<file path="src/rtl/pifo_cpu_access_master.sv">
// pifo_cpu_access_master: single-outstanding host initiator for the PIFO
// calendar CPU read/write port.
//
// Optional feature macro: PIFO_CPU_TIMEOUT_EN (WAIT-state timeout abort).
//
// Ports:
//   clk, rstn            clock, synchronous active-low reset
//   host_req_*           valid/ready request channel (write, addr, wdata)
//   host_resp_*          valid/ready response channel (data, error)
//   cpu_rd_*             read strobe/index out, result strobe/data in
//   cpu_wr_*             write strobe/index/data out, completion strobe in
//   busy                 high whenever the FSM is not idle
module pifo_cpu_access_master #(
    parameter int PIFO_CALENDAR_SIZE        = 1024,
    parameter int PIFO_CALENDAR_INDEX_WIDTH = 10,
    parameter int PIFO_ROOT_WIDTH           = 32,
    parameter int TIMEOUT_WIDTH             = 16,
    parameter int TIMEOUT_CYCLES            = 1000
) (
    input  logic                                 clk,
    input  logic                                 rstn,
    input  logic                                 host_req_valid,
    output logic                                 host_req_ready,
    input  logic                                 host_req_write,
    input  logic [PIFO_CALENDAR_INDEX_WIDTH-1:0] host_req_addr,
    input  logic [PIFO_ROOT_WIDTH-1:0]           host_req_wdata,
    output logic                                 host_resp_valid,
    input  logic                                 host_resp_ready,
    output logic [PIFO_ROOT_WIDTH-1:0]           host_resp_data,
    output logic                                 host_resp_error,
    output logic                                 cpu_rd_valid,
    output logic [PIFO_CALENDAR_INDEX_WIDTH-1:0] cpu_rd_addr,
    input  logic                                 cpu_rd_result_valid,
    input  logic [PIFO_ROOT_WIDTH-1:0]           cpu_rd_result,
    output logic                                 cpu_wr_valid,
    output logic [PIFO_CALENDAR_INDEX_WIDTH-1:0] cpu_wr_addr,
    output logic [PIFO_ROOT_WIDTH-1:0]           cpu_wr_data,
    input  logic                                 cpu_wr_result_valid,
    output logic                                 busy
);

    localparam int IW = PIFO_CALENDAR_INDEX_WIDTH;
    localparam int DW = PIFO_ROOT_WIDTH;
    localparam logic [IW:0] SIZE_V = (IW+1)'(PIFO_CALENDAR_SIZE);

    if (TIMEOUT_CYCLES < 2 || TIMEOUT_CYCLES >= (1 << TIMEOUT_WIDTH)) begin : g_cfg_err
        $error("TIMEOUT_CYCLES out of range for TIMEOUT_WIDTH");
    end

    typedef enum logic [1:0] {IDLE, ISSUE, WAIT, RESP} state_t;

    state_t state, state_nx;

    logic          req_write;
    logic [IW-1:0] addr_q;
    logic [DW-1:0] wdata_q;
    logic          accept;
    logic          out_of_range;
    logic          hit;
    logic          timeout;

    logic          rd_valid_d, wr_valid_d, resp_valid_d, resp_error_d;
    logic [DW-1:0] resp_data_d;

    assign host_req_ready = rstn && (state == IDLE);
    assign busy           = (state != IDLE);
    assign accept         = host_req_valid && host_req_ready;
    assign out_of_range   = ({1'b0, host_req_addr} >= SIZE_V);
    // Only the strobe matching the outstanding operation counts.
    assign hit = (state == WAIT) &&
                 (req_write ? cpu_wr_result_valid : cpu_rd_result_valid);
    assign cpu_rd_addr = addr_q;
    assign cpu_wr_addr = addr_q;
    assign cpu_wr_data = wdata_q;

`ifdef PIFO_CPU_TIMEOUT_EN
    logic [TIMEOUT_WIDTH-1:0] tmo_cnt;

    always_ff @(posedge clk) begin
        if (!rstn) begin
            tmo_cnt <= '0;
        end else if (state == ISSUE) begin
            tmo_cnt <= '0;
        end else if (state == WAIT && !hit) begin
            tmo_cnt <= tmo_cnt + 1'b1;
        end
    end

    // A strobe on the terminal cycle takes priority over the abort.
    assign timeout = (state == WAIT) && !hit &&
                     (tmo_cnt == TIMEOUT_WIDTH'(TIMEOUT_CYCLES - 1));
`else
    assign timeout = 1'b0;
`endif

    always_ff @(posedge clk) begin
        if (!rstn) begin
            state           <= IDLE;
            req_write       <= 1'b0;
            addr_q          <= '0;
            wdata_q         <= '0;
            cpu_rd_valid    <= 1'b0;
            cpu_wr_valid    <= 1'b0;
            host_resp_valid <= 1'b0;
            host_resp_data  <= '0;
            host_resp_error <= 1'b0;
        end else begin
            state           <= state_nx;
            cpu_rd_valid    <= rd_valid_d;
            cpu_wr_valid    <= wr_valid_d;
            host_resp_valid <= resp_valid_d;
            host_resp_data  <= resp_data_d;
            host_resp_error <= resp_error_d;
            if (accept) begin
                req_write <= host_req_write;
                addr_q    <= host_req_addr;
                wdata_q   <= host_req_wdata;
            end
        end
    end

    always_comb begin
        state_nx = state;
        unique case (state)
            IDLE:  if (accept) state_nx = out_of_range ? RESP : ISSUE;
            ISSUE: state_nx = WAIT;
            WAIT:  if (hit || timeout) state_nx = RESP;
            RESP:  if (host_resp_ready) state_nx = IDLE;
            default: state_nx = IDLE;
        endcase
    end

    always_comb begin
        rd_valid_d   = accept && !out_of_range && !host_req_write;
        wr_valid_d   = accept && !out_of_range && host_req_write;
        resp_valid_d = (state_nx == RESP);
        resp_data_d  = host_resp_data;
        resp_error_d = host_resp_error;
        unique case (state)
            IDLE: begin
                resp_data_d  = '0;
                resp_error_d = accept && out_of_range;
            end
            WAIT: begin
                if (hit) begin
                    resp_data_d  = req_write ? '0 : cpu_rd_result;
                    resp_error_d = 1'b0;
                end else if (timeout) begin
                    resp_data_d  = '0;
                    resp_error_d = 1'b1;
                end
            end
            RESP: begin
                if (host_resp_ready) begin
                    resp_data_d  = '0;
                    resp_error_d = 1'b0;
                end
            end
            default: ;
        endcase
    end

endmodule

</file>
<file path="config.mk">
export PLATFORM = sky130hd
export DESIGN_NAME = pifo_cpu_access_master
export DESIGN_NICKNAME = d
export VERILOG_FILES = /design/src/rtl/pifo_cpu_access_master.sv
export SDC_FILE = /design/constraint.sdc
export NUM_CORES = 1
export LEC_CHECK = 0
export ABC_AREA = 1
export CORE_MARGIN = 8
export CORE_UTILIZATION = 45
export DETAILED_ROUTE_END_ITERATION = 10
export PLACE_DENSITY = 0.87
export SYNTH_ARGS = -nofsm -noshare
export SYNTH_HDL_FRONTEND = slang
export SYNTH_SLANG_ARGS = --single-unit
</file>
<file path="constraint.sdc">
create_clock -name clk -period 3.35 [get_ports clk]
set_input_delay 0.67 -clock clk [delete_from_list [all_inputs] [get_ports clk]]
set_output_delay 0.67 -clock clk [all_outputs]
set_load 0.1 [all_outputs]
</file>
==> impl_metrics.toml <==
[yosys]
post-synth-top-area-cell = "dfxtp_1"
syn_nets = 590
synth.distinct_cells = 17
ys_top_cells_by_area = "dfxtp_1, nand3_1, nand2_1, nor2_1, a21oi_1"
synth_seq_cells = 80
synth_top_area_frac = 0.437
ys_warn_count = 0
ys_seq_area_frac = 0.437
syn-cell-area_um2 = 3670
syn_inst = 509
avgSynthCellArea_um2 = 7.20

[power_and_ir_drop]
p_seq_frac = 0.368
max-vdd-ir-drop_uv = 310
internal-power_uw = 1650
p_leak_uw = 0.00241
p_switching_uw = 1270
clock_power_share = 0.233
power.density_nw_per_um2 = 567
sw_frac_of_total = 0.435
pwr-share-comb = 0.400

[sta]
finalCriticalPeriod_ps = 2210
slew_violations = 0
finalSetupTns_ps = 0
worst_slew_pin_slew_ps = 671
grt_setup_unrepaired = "false"
clock-skew-final_ps = 6.79
whs_ps = 474
worst_slack_ps = 1140
finalHoldViolations = 0
fin_crit_sh = 0.661
relSlewSlack = 0.552
finalSetupViolCount = 0
clock.fmax_ghz = 0.452

[floorplanning]
coreArea_um2 = 8050
rows = 33
die_h_um = 106
start_util = 0.455
die_x_um = 106
io-pin-count = 171
die_area_um2 = 11300

[cts]
clock_sinks = 80
cts_resized = 0
root_buffer = "clkbuf_8"
cts-hold-fix-buffers = 0
clkLatencyLatePin_ps = 340
cts_buffers = 9
path_clk_slew_ps = 70
htreeDepth = 3
cts_setup_buffers = 0
ctsLongestPathBuffers = 2
cts_tree = "done"

[layout]
syn_to_final_growth_pct = 40.5
final_net_count = 723
final_cell_mix = "nand2_1, nand3_1, buf_4"
drive_gt1_frac = 0.201
antenna_cells = 0
final_common_cell = "nand2_1"

[critical_path]
crit_path_start_kind = "input port"
reg2reg_depth = 6
worstSetupEndpointType = "primary output"
worstPathRequired_ps = 2680
cp.arrival_ps = 1540
worstSetupPathType = "in2out"
critPathMaxFanout = 23

[detailed_routing]
wl_um = 10900
num_vias = 3688
drt_iter0_drc = 158
route.detailed.drc = 0
drt-vias-per-instance = 4.90
ant_nets = 0
first_pass_iters = 4
routedWlPerCell_um = 14.5

[grt]
grt_pass1_wl_um = 17500
grt.total_usage = 0.186
antenna_found_initial = 0
grt_max_degree = 65
grt_overflow = 0
grt_pass1_vias = 3567

[flow_run]
cap_violations = 0

[placed_design]
port_buffers = 169
place_ws_ps = 1130
routabilityCongestion = 0.767
dp_hpwl_um = 7740

[status]
status = "finished clean"

[worst_hold_path]
hold_path_depth = 2
hp-class = "reg2reg"
## metal layers
layer  global-route usage  part of all wire
met5                    0                 0
met4               0.0613             0.015
met3               0.0859              0.12
met2                0.293              0.46
met1                0.220              0.41
## critical path: stages
cell and delay [ps]:
buf_2 380, inv_2 160, nor2_8 150, buf_12 180
## cells by family after synthesis
logic type / share of synthesized area
buffers and inverters: 0.131
DFF: 0.437
and+or+nand+nor: 0.385
other: 0.00102
AOI/OAI and AO/OA: 0.0464
## power by group through the flow
stage / sequential, µW / combinational [µW] / clock [µW]
2_1_floorplan: 1610 / 409 / 0
3_3_place_gp: 1090 / 1160 / 0
3_5_place_dp: 1090 / 1170 / 0
4_1_cts: 1070 / 1170 / 702
5_1_grt: 1080 / 1230 / 738
6_report: 1070 / 1170 / 679
## area by class of cell
type,instances,area [µm²]
clock buffers,11,131
clock inverters,5,57.6
fillers,685,2900
inverters,37,139
multi-input cells,341,1590
flip-flops and latches,80,1600
well taps,105,131
repair buffers,173,1510
## registers in the layout (all words and copies together), names as in the netlist
register	cells
cpu_rd_addr	10
cpu_rd_valid	1
cpu_wr_data	32
cpu_wr_valid	1
host_resp_data	32
host_resp_valid	1
req_write	1
state	2
## worst paths after layout
kind	start	endpoint	slack, ps
worst max-delay path	rstn	host_req_ready	1140
worst min-delay path	cpu_wr_data[27]	cpu_wr_data[27]	470
worst max register to register	req_write	host_resp_data[30]	1420
worst min register to register	cpu_wr_data[27]	cpu_wr_data[27]	470
## metrics by stage
stage	instances	utilization	power, µW	cell area (µm²)
6_report	752	0.640	2920	5150
5_1_grt	752	0.640	3050	5150
4_1_cts	752	0.640	2950	5150
3_5_place_dp	736	0.616	2270	4960
3_3_place_gp	736	0.616	2250	4960
2_1_floorplan	509	-	2020	3670
## cell usage after synthesis
cell	number
buf_2	21
a21oi_1	34
nor2_1	69
buf_6	10
dfxtp_1	80
buf_4	13
nand2_1	112
conb_1	1
nand2_2	1
nand2_4	4
clkbuf_1	4
buf_1	3
nand3_1	106
nor2_8	1
inv_2	3
inv_1	34
nand3_2	13
(Power assumes the default switching activity.)
